<file path="config.mk">
export PLATFORM = sky130hd
export DESIGN_NAME = e1_rxbuf_ctl
export DESIGN_NICKNAME = d
export VERILOG_FILES = /design/src/rtl/e1buf_pkg.sv /design/src/rtl/e1_chn_ptr.sv /design/src/rtl/e1_rxbuf_ctl.sv
export SDC_FILE = /design/constraint.sdc
export NUM_CORES = 1
export LEC_CHECK = 0
export CAP_MARGIN = 10
export CORE_UTILIZATION = 45
export DETAILED_ROUTE_END_ITERATION = 8
export HOLD_SLACK_MARGIN = 0.03
export PLACE_DENSITY = 0.72
export SYNTH_ARGS = -nofsm -noshare
export SYNTH_HDL_FRONTEND = slang
export SYNTH_SLANG_ARGS = --single-unit
</file>
<file path="constraint.sdc">
create_clock -name clk -period 9.2 [get_ports clk]
set_input_delay 0.92 -clock clk [delete_from_list [all_inputs] [get_ports clk]]
set_output_delay 0.92 -clock clk [all_outputs]
set_load 0.03 [all_outputs]
</file>
<file path="src/rtl/e1buf_pkg.sv">
// Shared constants and types for the E1 tributary receive buffer controller.
package e1buf_pkg;

    localparam int NCHN    = 21;
    localparam int CHBIT   = 5;
    localparam int SEGBIT  = 4;
    localparam int WIDTH   = 8;
    localparam int ADDRBIT = CHBIT + SEGBIT;
    localparam int FILLBIT = SEGBIT + 1;

    localparam logic [WIDTH-1:0]   IDLE      = 8'hFF;
    localparam logic [FILLBIT-1:0] FILL_FULL = FILLBIT'(1 << SEGBIT);
    localparam logic [FILLBIT-1:0] FILL_HALF = FILLBIT'(1 << (SEGBIT - 1));
    localparam logic [SEGBIT-1:0]  PTR_HALF  = SEGBIT'(1 << (SEGBIT - 1));

    typedef enum logic {
        ST_INIT = 1'b0,
        ST_RUN  = 1'b1
    } state_t;

    // Array address of byte slot ptr inside channel chn's segment.
    function automatic logic [ADDRBIT-1:0] seg_addr(input logic [CHBIT-1:0]  chn,
                                                    input logic [SEGBIT-1:0] ptr);
        return {chn, ptr};
    endfunction

endpackage

</file>
<file path="src/rtl/e1_chn_ptr.sv">
// Per-channel circular segment bookkeeping: write/read pointers, fill level
// and the overflow/underflow stickies for one E1 channel.
module e1_chn_ptr
    import e1buf_pkg::*;
(
    input  logic              clk,
    input  logic              rst_,
    input  logic              wr_hit,
    input  logic              rd_hit,
    input  logic              flush_hit,
    input  logic              clr,
    output logic [SEGBIT-1:0] wptr,
    output logic [SEGBIT-1:0] rptr,
    output logic              full,
    output logic              empty,
    output logic              ovf,
    output logic              unf
);

    logic [SEGBIT-1:0]  wptr_q;
    logic [SEGBIT-1:0]  rptr_q;
    logic [FILLBIT-1:0] fill_q;
    logic [FILLBIT-1:0] fill_nxt;
    logic               wr_ok;
    logic               rd_ok;
    logic               ovf_q;
    logic               unf_q;

    // Both accept decisions look at the fill level before this clock, so a
    // same-cycle write cannot rescue a read of an empty segment.
    assign full  = (fill_q == FILL_FULL);
    assign empty = (fill_q == '0);
    assign wr_ok = wr_hit & ~full;
    assign rd_ok = rd_hit & ~empty;

    // Net fill change from accepted write and read.
    always_comb begin
        fill_nxt = fill_q;
        if (wr_ok && !rd_ok) begin
            fill_nxt = fill_q + FILLBIT'(1);
        end else if (rd_ok && !wr_ok) begin
            fill_nxt = fill_q - FILLBIT'(1);
        end
    end

    // Pointer and fill registers; a recentre replaces any same-cycle update
    // and leaves the write pointer where it was.
    always_ff @(posedge clk or negedge rst_) begin
        if (!rst_) begin
            wptr_q <= '0;
            rptr_q <= '0;
            fill_q <= '0;
        end else if (flush_hit) begin
            rptr_q <= wptr_q - PTR_HALF;
            fill_q <= FILL_HALF;
        end else begin
            if (wr_ok) begin
                wptr_q <= wptr_q + SEGBIT'(1);
            end
            if (rd_ok) begin
                rptr_q <= rptr_q + SEGBIT'(1);
            end
            fill_q <= fill_nxt;
        end
    end

    // Stickies: a same-cycle event beats the clear.
    always_ff @(posedge clk or negedge rst_) begin
        if (!rst_) begin
            ovf_q <= 1'b0;
            unf_q <= 1'b0;
        end else begin
            ovf_q <= (ovf_q & ~clr) | (wr_hit & full);
            unf_q <= (unf_q & ~clr) | (rd_hit & empty);
        end
    end

    assign wptr = wptr_q;
    assign rptr = rptr_q;
    assign ovf  = ovf_q;
    assign unf  = unf_q;

endmodule

</file>
<file path="src/rtl/e1_rxbuf_ctl.sv">
// Address/flow controller for the shared E1 tributary buffer. Sweeps the
// array with the idle pattern after reset, then steers demapper writes and
// desync reads into per-channel circular segments.
//
// state   | meaning
// --------+-------------------------------------------------------------
// ST_INIT | writing IDLE to every array address, all traffic ignored
// ST_RUN  | normal operation until the next reset
module e1_rxbuf_ctl
    import e1buf_pkg::*;
(
    input  logic               clk,
    input  logic               rst_,
    input  logic               wr_vld,
    input  logic [CHBIT-1:0]   wr_chn,
    input  logic [WIDTH-1:0]   wr_dat,
    input  logic               rd_req,
    input  logic [CHBIT-1:0]   rd_chn,
    output logic               rd_vld,
    output logic [WIDTH-1:0]   rd_dat,
    input  logic               flush,
    input  logic [CHBIT-1:0]   flush_chn,
    input  logic               sticky_clr,
    output logic [NCHN-1:0]    ovf_stk,
    output logic [NCHN-1:0]    unf_stk,
    output logic               busy,
    input  logic [ADDRBIT-1:0] cpu_ra,
    output logic [WIDTH-1:0]   cpu_rdat,
    output logic [ADDRBIT-1:0] ram_wa,
    output logic               ram_we,
    output logic [WIDTH-1:0]   ram_di,
    output logic [ADDRBIT-1:0] ram_ra1,
    input  logic [WIDTH-1:0]   ram_do1,
    output logic [ADDRBIT-1:0] ram_ra2,
    input  logic [WIDTH-1:0]   ram_do2
);

    state_t             state_q;
    state_t             state_nxt;
    logic [ADDRBIT-1:0] cnt_q;
    logic               run;

    logic [NCHN-1:0]    wr_hit;
    logic [NCHN-1:0]    rd_hit;
    logic [NCHN-1:0]    flush_hit;
    logic [NCHN-1:0]    full_v;
    logic [NCHN-1:0]    empty_v;
    logic [SEGBIT-1:0]  wptr_a [NCHN];
    logic [SEGBIT-1:0]  rptr_a [NCHN];

    logic               wr_rng;
    logic               rd_rng;
    logic [SEGBIT-1:0]  wptr_sel;
    logic [SEGBIT-1:0]  rptr_sel;
    logic               full_sel;
    logic               empty_sel;
    logic               rd_vld_q;
    logic               empty_q;

    assign run    = (state_q == ST_RUN);
    assign busy   = ~run;
    assign wr_rng = (wr_chn < CHBIT'(NCHN));
    assign rd_rng = (rd_chn < CHBIT'(NCHN));

    // State register.
    always_ff @(posedge clk or negedge rst_) begin
        if (!rst_) begin
            state_q <= ST_INIT;
        end else begin
            state_q <= state_nxt;
        end
    end

    // Leave the sweep once the last array address has been written.
    always_comb begin
        state_nxt = state_q;
        case (state_q)
            ST_INIT: if (cnt_q == '1) state_nxt = ST_RUN;
            ST_RUN:  state_nxt = ST_RUN;
            default: state_nxt = ST_INIT;
        endcase
    end

    // Sweep address counter, advancing only while sweeping.
    always_ff @(posedge clk or negedge rst_) begin
        if (!rst_) begin
            cnt_q <= '0;
        end else if (state_q == ST_INIT) begin
            cnt_q <= cnt_q + ADDRBIT'(1);
        end
    end

    genvar c;
    generate
        for (c = 0; c < NCHN; c++) begin : g_chn
            assign wr_hit[c]    = run & wr_vld & (wr_chn == CHBIT'(c));
            assign rd_hit[c]    = run & rd_req & (rd_chn == CHBIT'(c));
            assign flush_hit[c] = run & flush  & (flush_chn == CHBIT'(c));

            e1_chn_ptr u_chn_ptr (
                .clk       (clk),
                .rst_      (rst_),
                .wr_hit    (wr_hit[c]),
                .rd_hit    (rd_hit[c]),
                .flush_hit (flush_hit[c]),
                .clr       (sticky_clr),
                .wptr      (wptr_a[c]),
                .rptr      (rptr_a[c]),
                .full      (full_v[c]),
                .empty     (empty_v[c]),
                .ovf       (ovf_stk[c]),
                .unf       (unf_stk[c])
            );
        end
    endgenerate

    // Pick out the addressed channel's pointer and status; out-of-range
    // channels see zeros and are blocked from the array separately.
    always_comb begin
        wptr_sel  = '0;
        rptr_sel  = '0;
        full_sel  = 1'b0;
        empty_sel = 1'b0;
        for (int i = 0; i < NCHN; i++) begin
            if (wr_chn == CHBIT'(i)) begin
                wptr_sel = wptr_a[i];
                full_sel = full_v[i];
            end
            if (rd_chn == CHBIT'(i)) begin
                rptr_sel  = rptr_a[i];
                empty_sel = empty_v[i];
            end
        end
    end

    // Array write port: sweep owns it during init, demapper afterwards.
    always_comb begin
        ram_we = 1'b0;
        ram_wa = seg_addr(wr_chn, wptr_sel);
        ram_di = wr_dat;
        if (!run) begin
            ram_we = 1'b1;
            ram_wa = cnt_q;
            ram_di = IDLE;
        end else begin
            ram_we = wr_vld & wr_rng & ~full_sel;
        end
    end

    assign ram_ra1 = seg_addr(rd_chn, rptr_sel);

    // Read response pipeline, aligned with the array's one-cycle read latency.
    always_ff @(posedge clk or negedge rst_) begin
        if (!rst_) begin
            rd_vld_q <= 1'b0;
            empty_q  <= 1'b0;
        end else begin
            rd_vld_q <= run & rd_req & rd_rng;
            empty_q  <= empty_sel;
        end
    end

    assign rd_vld = rd_vld_q;
    assign rd_dat = empty_q ? IDLE : ram_do1;

    assign ram_ra2  = cpu_ra;
    assign cpu_rdat = ram_do2;

endmodule

</file>
# After elaboration in Yosys (flattened, before gate mapping)
# Index checks and enable logic that the tools add are counted.
# word_totals
reg_bits	327
# op_classes
n_eq_ne	82
reduce_logical	171
bitwise_logic	303
n_lt_le_gt_ge	2
n_addsub	106
mux	195
# op_table
op	count
2-to-1 mux 4 bit	84
2-to-1 mux 5 bit	63
bitwise AND 1 bit	195
== test 5 bit (second input constant)	36
adder 4 x 1 -> 4 bit (second input constant)	42
== test 5 x 4 -> 1 bit (second input constant)	24
logical NOT 5 bit	24
adder 5 x 1 -> 5 bit (second input constant)	21
subtractor 5 x 1 -> 5 bit (second input constant)	21
subtractor 4 bit (second input constant)	21
NOT 1 bit	66
nonzero test 3 bit	21
== test 5 x 3 -> 1 bit (second input constant)	12
2-to-1 mux 1 bit	44
logical AND 1 bit	42
logical NOT 1 bit	42
OR 1 bit	42
AND reduction 2 bit	21
nonzero test 2 bit	21
== test 5 x 2 -> 1 bit (second input constant)	6
2-to-1 mux 8 bit	2
== test 5 x 1 -> 1 bit (second input constant)	3
< comparator 5 bit (second input constant)	2
adder 9 x 1 -> 9 bit (second input constant)	1
other kinds (3)	3

# Longest topological paths before layout
# Gate-level depths: netlist (run 1).
# depth
ltp_word	25
depth_mapped	16
mapped_depth_nobuf	13

# Hierarchy
# A second synthesis (run 1) with hierarchy kept.
# unflattened
hier_cells	2913
area_unflattened_um2	25673.4
# by_module_without_submodules
module	cells_each	area_each_um2	instances	seq_area_each_um2
e1_chn_ptr (g_chn[13].u_chn_ptr ...)	112	1038.5	17	375.4
e1_chn_ptr (g_chn[0].u_chn_ptr ...)	112	1051.0	4	375.4
e1_rxbuf_ctl	561	3814.9	1	300.3

# Worst setup path after synthesis (run 1)
# OpenSTA, ideal clock, no wires.
# synth_timing
kind	input -> register
start	input rd_chn[3]
end	register g_chn[19].u_chn_ptr.fill_q[4]
setup_time_ps	131
cell_stages	14
t_arrival_ps	3474
path_slack_ps	5595
required_time_ps	9069
cell_sequence	buf_2 > nor3b_2 > nand3_1 > nor3_2 > inv_1 > ha_1 > inv_1 > ha_1 > nor2b_1 > o21a_1 > or3_1 > a21oi_1 > xnor2_1 > nor2_1
# synth_via
elab_chain_cells	7
elab_cells_between_ends	9
cone_classes	eq/ne (1); mux (2); bitwise (2); reduce/logical (4)
# synth_rtl
element	line_no	rtl
start, declared	e1_rxbuf_ctl.sv:18	input logic [CHBIT-1:0] rd_chn,
== test 5 bit *	e1_rxbuf_ctl.sv:97	assign rd_hit[c] = run & rd_req & (rd_chn == CHBIT'(c));
bitwise AND 1 bit *	e1_rxbuf_ctl.sv:97	
bitwise AND 1 bit *	e1_chn_ptr.sv:34	assign rd_ok = rd_hit & ~empty;
logical NOT 1 bit	e1_chn_ptr.sv:39	if (wr_ok && !rd_ok) begin
logical AND 1 bit	e1_chn_ptr.sv:39	
2-to-1 mux 5 bit	e1_chn_ptr.sv:39	
2-to-1 mux 5 bit	e1_chn_ptr.sv:53	end else if (flush_hit) begin
end signal, assigned	e1_chn_ptr.sv:63	fill_q <= fill_nxt;
end, declared	e1_chn_ptr.sv:22	logic [FILLBIT-1:0] fill_q;
# Mark *: on every way between the ends. The rest lies on a longest branch, timed or not.
# A chain may end at the register's enable or synchronous reset.

# Final worst setup path (run 1)
# layout_timing
start	input wr_chn[4]
end	output ram_wa[2]
# layout_via
elab_chain_cells	23
elab_cells_between_ends	43
cone_classes	eq/ne (20); mux (22); reduce/logical (1)
# layout_rtl
element	line_no	rtl
start, declared	e1_rxbuf_ctl.sv:15	input logic [CHBIT-1:0] wr_chn,
logical NOT 5 bit	e1_rxbuf_ctl.sv:125	if (wr_chn == CHBIT'(i)) begin
2-to-1 mux 4 bit (20 in series)	e1_rxbuf_ctl.sv:125	
2-to-1 mux 4 bit *	e1_rxbuf_ctl.sv:125	
2-to-1 mux 9 bit *	e1_rxbuf_ctl.sv:141	if (!run) begin
end, declared	e1_rxbuf_ctl.sv:29	output logic [ADDRBIT-1:0] ram_wa,
# Marked as above.

==> results of run 1 <==
[per-layer routing]
| metal | vias up | GRT usage | share of wire |
|---|---|---|---|
| li1 | 7986 | - | - |
| met1 | 8746 | 0.371 | 0.43 |
| met2 | 740 | 0.423 | 0.45 |
| met3 | 127 | 0.0592 | 0.085 |
| met4 | 2 | 0.0989 | 0.037 |
| met5 | - | 0 | 0.00021 |
[power groups by stage]
stage / Clock [uW] / Combinational (uW) / Sequential (uW)
2_1_floorplan: 0 / 111 / 1470
3_3_place_gp: 0 / 192 / 1470
3_5_place_dp: 0 / 194 / 1470
4_1_cts: 1580 / 194 / 1440
5_1_grt: 1630 / 211 / 1440
6_report: 1560 / 198 / 1440
[cell usage in the layout (no fill, tap or decap), types with 22 or more instances in the layout]
cell	n
xor2_1	100
xnor2_1	97
nor2b_1	69
nor4_1	22
nand2_1	207
o21ai_0	105
a21oi_1	132
clkbuf_16	39
or3_1	26
o221ai_1	24
clkdlybuf4s50_1	111
ha_1	128
mux2_2	33
nand4_1	48
a21o_1	30
buf_4	22
mux2i_1	47
nand2b_1	36
nor3_1	35
and3_1	27
nand3_1	38
nor2_1	174
o2bb2ai_1	24
o21a_1	25
inv_1	110
dfrtp_1	327
[metrics by stage]
stage,hold WS (ns),area [um^2]
after global routing,0.517,23800
after global placement,0.471,22500
final,0.473,23800
after CTS,0.490,23800
after floorplan,0.451,21400
after detailed placement,0.478,22500
[final cells by class]
class | instances | area share
repair buffers | 137 | 0.0549
flip-flops and latches | 327 | 0.344
clock inverters | 11 | 0.00609
well taps | 607 | 0.0319
inverters | 112 | 0.0177
clock buffers | 56 | 0.0470
multi-input cells | 1682 | 0.499
[worst max-delay path, stage by stage]
cell and delay (ns):
clkdlybuf4s50_1 0.93, nor4b_1 0.81, a21oi_1 0.09, or2_2 0.30, a31oi_1 0.28, o31ai_1 0.19
a21oi_1 0.32, clkdlybuf4s50_1 0.73
[logic make-up (layout without fill, tap and decap cells)]
logic type | count (synthesis) | count (layout)
AO/OA/AOI/OAI | 468 | 468
XOR/XNOR | 197 | 197
adder cells (fa/ha/maj) | 149 | 149
buffers and inverters | 280 | 316
flip-flops | 327 | 327
multiplexers | 85 | 85
AND/OR/NAND/NOR | 783 | 783
[sequential cells by signal, indices dropped and copies added (netlist names)]
signal,flops
g_chn.u_chn_ptr.fill_q,105
g_chn.u_chn_ptr.rptr,84
g_chn.u_chn_ptr.wptr,84
g_chn.u_chn_ptr.ovf,21
g_chn.u_chn_ptr.unf,21
cnt_q,9
empty_q,1
rd_vld,1
run,1
[path summary, 6_finish.rpt]
| kind | cells past startpoint | end | slack [ns] |
|---|---|---|---|
| worst max-delay path | 8 | ram_wa[2] | 3.69 |
| worst min-delay path | 1 | g_chn[18].u_chn_ptr.fill_q[0]$_DFFE_PN0P_ | 0.47 |
| worst max register to register | 14 | g_chn[15].u_chn_ptr.fill_q[4]$_DFFE_PN0P_ | 4.64 |
| worst min register to register | 1 | cnt_q[5]$_DFFE_PN0N_ | 0.49 |
| max in group asynchronous | 2 | g_chn[11].u_chn_ptr.fill_q[0]$_DFFE_PN0P_ | 7.19 |
| min in group clk | 1 | cnt_q[5]$_DFFE_PN0N_ | 0.49 |
==> results_dict.tcl, run 1 <==
set metrics [dict create \
    syn2layout_area_growth_pct 11.0 \
    cts_sinks 327 \
    maxSlewHeadroom 0.218 \
    rsz0062_at_grt "false" \
    ctsHoldBuffers 0 \
    drc 13 \
    drt-initial-drc-count 1775 \
    min_period_over_period 0.599 \
    die_w_um 220 \
    fmax_ghz 0.181 \
    start_kind "primary input" \
    p_leak_uw 0.0107 \
    syn_area_um2 21400 \
    crit_type "in2out" \
    final.setup.tns_ns 0 \
    globalRouteTotalUtil 0.272 \
    n_fill_cell 4173 \
    cell_internal_pwr_uw 2430 \
    tightestPinTransition_ns 1.16 \
    clk_pin_slew_ns 0.05 \
    drt-vias-per-instance 6.00 \
    cts_tree "yes" \
    io_pins 150 \
    fin_ws_ns 3.69 \
    finalNonFillerCells 2932 \
    post_drt_wl_per_cell_um 22.3 \
    endpoint_kind "output pin" \
    violations "DRC" \
    cts_resized 0 \
    core_um2 46800 \
    total_power_uw 3190 \
    ys.flop_type "dfrtp_1" \
    grt_first_pass_wirelength_um 101000 \
    antenna_cells 0 \
    p_sw_frac 0.241 \
    wirelength_um 65300 \
    final_util 0.509 \
    startpoint "wr_chn[4]" \
    grt_max_degree 118 \
    cts-buffers-inserted 38 \
    synth-seq-cells 327 \
    ys_top_cells_by_area "dfrtp_1 (38%), ha_1 (7.5%), xor2_1 (4.1%)" \
    die-area_um2 48500 \
    rows 79 \
    antenna_left 0 \
    share_seq_of_total_power 0.451 \
    num_vias 17600 \
    dp_hpwl_um 49200 \
    maxCapViolCount 0 \
    regArea_um2 8180 \
    cts_buffer_depth 3 \
    start_util 0.459 \
    vdd.ir_drop.worst_mv 0.123 \
    synth_seq_area_share 0.381 \
    antenna_found_initial 1 \
    synth-compound-area-share 0.142 \
    power_density_nw_per_um2 134 \
    layout.nets 2501 \
    die_h_um 220 \
    synth_simple_gate_area_frac 0.194 \
    grt_pass1_vias 17200 \
    crit_path_max_fanout 20 \
    dp_slack_ns 3.84 \
    multi_input_area_um2 11900 \
    required_ns 8.28 \
    htree_levels 2 \
    post_cts_buffers 0 \
    synth-edff-count 0 \
    gp_congestion 0.984 \
    comb_power_share 0.062 \
    clkLatencyLatePin_ns 0.57 \
    finClkSkew_ns 0.0200 \
    final_max_slew_viol_count 0 \
    synth_top_cell_by_area "dfrtp_1" \
    hold_viol 0 \
    dr.pass1.iters 9 \
    setup_viol 0 \
    period_needed_ns 5.51 \
    power_switching_uw 769 \
    synthAdderAreaFrac 0.0943 \
    synth.net_count 2492 \
    synth.avg_cell_area_um2 9.37 \
    synth_top_family_by_area "simple AND/OR/NAND/NOR gates" \
    port_buffers 115 \
    r2r_start "run$_DFF_PN0_" \
    ys_async_sr_fraction 1.00 \
    place_inst 2865 \
    yosys_warnings 0 \
    status "finished, violations left" \
    synth.distinct_cells 99 \
    synth.cells.most_frequent "dfrtp_1 (327), nand2_1 (207), nor2_1 (174)" \
    root_buffer "clkbuf_16" \
    netlist_instances 2289 \
    synthXorXnorAreaFrac 0.0804 \
    synth_most_common_cell "dfrtp_1" \
    hold_path.class "in2async" \
    muxShareOfSynthArea 0.0431 \
    cp.arrival_ns 4.59 \
    layout-drive-gt1-share 0.0800 \
    overflow 0 \
    clkPwrFrac 0.487 \
    synth_top_area_share 0.381 \
]
No activity file was read; power rests on OpenSTA's default activity.
==> run 2: changes to the inputs <==
- PLACE_DENSITY: 0.72 -> 0.74
- clock period: 9.2 -> 4.8 ns (I/O delays scaled with it)
==> run 2 against run 1 <==
Effect of this change:
- the run still ends with DRC left
- hold slack improved by 0.027 ns
- clock skew fell by 0.0053 ns
- die area unchanged
- combinational power up 110%
- total power is 91% higher
- design area increased by 2.1%
- non-clock buffer count is 50 higher
- setup slack worse by 3.1 ns
- critical path type unchanged
==> results_dict.tcl, run 2 (synthesis gave the netlist of run 1 again) <==
set metrics [dict create \
    status "finished, violations left" \
    violations "DRC" \
    power_density_nw_per_um2 251 \
    num_vias 17900 \
    fin_ws_ns 0.599 \
    drt-initial-drc-count 1660 \
    final.setup.tns_ns 0 \
    start_kind "primary input" \
    grt_max_degree 114 \
    start_util 0.459 \
    clk_pin_slew_ns 0.06 \
    crit_type "in2out" \
    rsz0062_at_grt "false" \
    hp-start "g_chn[14].u_chn_ptr.unf$_DFF_PN0_" \
    overflow 0 \
    root_buffer "clkbuf_16" \
    finClkSkew_ns 0.0146 \
    post_drt_wl_per_cell_um 22.1 \
    p_leak_uw 0.0110 \
    required_ns 4.32 \
    die_w_um 220 \
    period_needed_ns 4.20 \
    gp_congestion 1.02 \
    cts_tree "yes" \
    largest_register_ffs 105 \
    dpl_cell_area_um2 23000 \
    dp_slack_ns 0.523 \
    min_period_over_period 0.875 \
    largest_register "g_chn.u_chn_ptr.fill_q" \
    die-area_um2 48500 \
    wirelength_um 65900 \
    hold_end "g_chn[14].u_chn_ptr.unf$_DFF_PN0_" \
    cts_buffer_depth 3 \
    antenna_left 0 \
    r2r_cells 13 \
    io_pins 150 \
    final_cell_area_um2 24300 \
    htree_levels 2 \
    antenna_found_initial 1 \
    hold_path.class "reg2reg" \
    setup_viol 0 \
    maxCapViolCount 0 \
    layout-drive-gt1-share 0.102 \
    dp_hpwl_um 50100 \
    endpoint_kind "output pin" \
    final_cell_mix "dfrtp_1 (327), nand2_1 (207), nor2_1 (174)" \
    cts-buffers-inserted 39 \
    core_um2 46800 \
    syn2layout_area_growth_pct 13.3 \
    grt_first_pass_wirelength_um 102000 \
    clkLatencyLatePin_ns 0.56 \
    layout.nets 2552 \
    tightestPinTransition_ns 0.943 \
    final_common_cell "dfrtp_1" \
    fmax_ghz 0.238 \
    post_cts_buffers 0 \
    maxSlewHeadroom 0.366 \
    final_max_slew_viol_count 0 \
    die_h_um 220 \
    cts_sinks 327 \
    r2r_start "run$_DFF_PN0_" \
    cp.arrival_ns 3.72 \
    port_buffers 115 \
    globalRouteTotalUtil 0.276 \
    regToRegEndpoint "g_chn[15].u_chn_ptr.fill_q[4]$_DFFE_PN0P_" \
    grt_pass1_vias 17600 \
    rrSetupSlack_ns 0.92 \
    vdd.ir_drop.worst_mv 0.256 \
    drc 30 \
    hold_viol 0 \
    min_path_cells 1 \
    crit_path_max_fanout 14 \
    drt-vias-per-instance 5.99 \
    rows 79 \
    dr.pass1.iters 7 \
]
-- run 2: cell types whose count changed in the layout (fill, tap and decap cells not counted), sizes merged --
cell	change
buf	+54
clkdlybuf4s50	-5
clkinvlp	+1
inv	-1
clkbuf	+5
diode	+2
bufinv	-3
dlygate4sd3	+1
-- run 2: critical path: stages --
cell and delay [ns]:
clkdlybuf4s50_1 0.74, or3b_2 0.54, nor3_1 0.11, a21oi_1 0.14, o31ai_1 0.09, or4b_2 0.61
o211ai_1 0.24, clkdlybuf4s50_1 0.76
-- run 2: routing by layer --
metal	track usage	part of all wire
met2	0.426	0.45
met1	0.368	0.42
met4	0.114	0.044
met3	0.0686	0.090
met5	0	0.00017
-- run 2: area by class of cell --
class                           instances  area (um^2)
Fill cell                            4159        22400
Multi-Input combinational cell       1682        11900
Sequential cell                       327         8180
Timing Repair Buffer                  187         1800
Clock buffer                           61         1210
Tap cell                              607          759
Inverter                              112          420
Clock inverter                          8         50.0
Antenna cell                            2         5.00
-- run 2: timing repair --
action,CTS,global route
gates resized for setup,0,0
setup endpoints to repair,0,0
hold buffers,1,0
hold endpoints to repair,81,0
-- run 2: how the worst max path moves through the flow --
stage,end,slack [ns],start
floorplan,g_chn[19].u_chn_ptr.fill_q[4]$_DFFE_PN0P_,1.64,rd_chn[3]
global placement,g_chn[9].u_chn_ptr.fill_q[4]$_DFFE_PN0P_,0.56,rd_chn[4]
detailed placement,g_chn[9].u_chn_ptr.fill_q[4]$_DFFE_PN0P_,0.52,rd_chn[4]
CTS,ram_ra1[0],0.70,rd_chn[3]
global route,ram_ra1[0],0.45,rd_chn[4]
finish,ram_ra1[1],0.60,rd_chn[4]
-- run 2: where the power goes --
part	total (uW)	switching (uW)	internal, uW
Clock	2930	1200	1730
Combinational	416	284	132
Sequential	2760	2.03	2760
-- run 2: per-stage QoR --
stage	total power (uW)	hold WS, ns	utilization	cells
4_1_cts	6150	0.499	0.520	2984
3_5_place_dp	3220	0.484	0.493	2914
5_1_grt	6300	0.510	0.520	2984
6_report	6110	0.500	0.520	2986
3_3_place_gp	3220	0.475	0.493	2914
2_1_floorplan	3020	0.184	-	2289
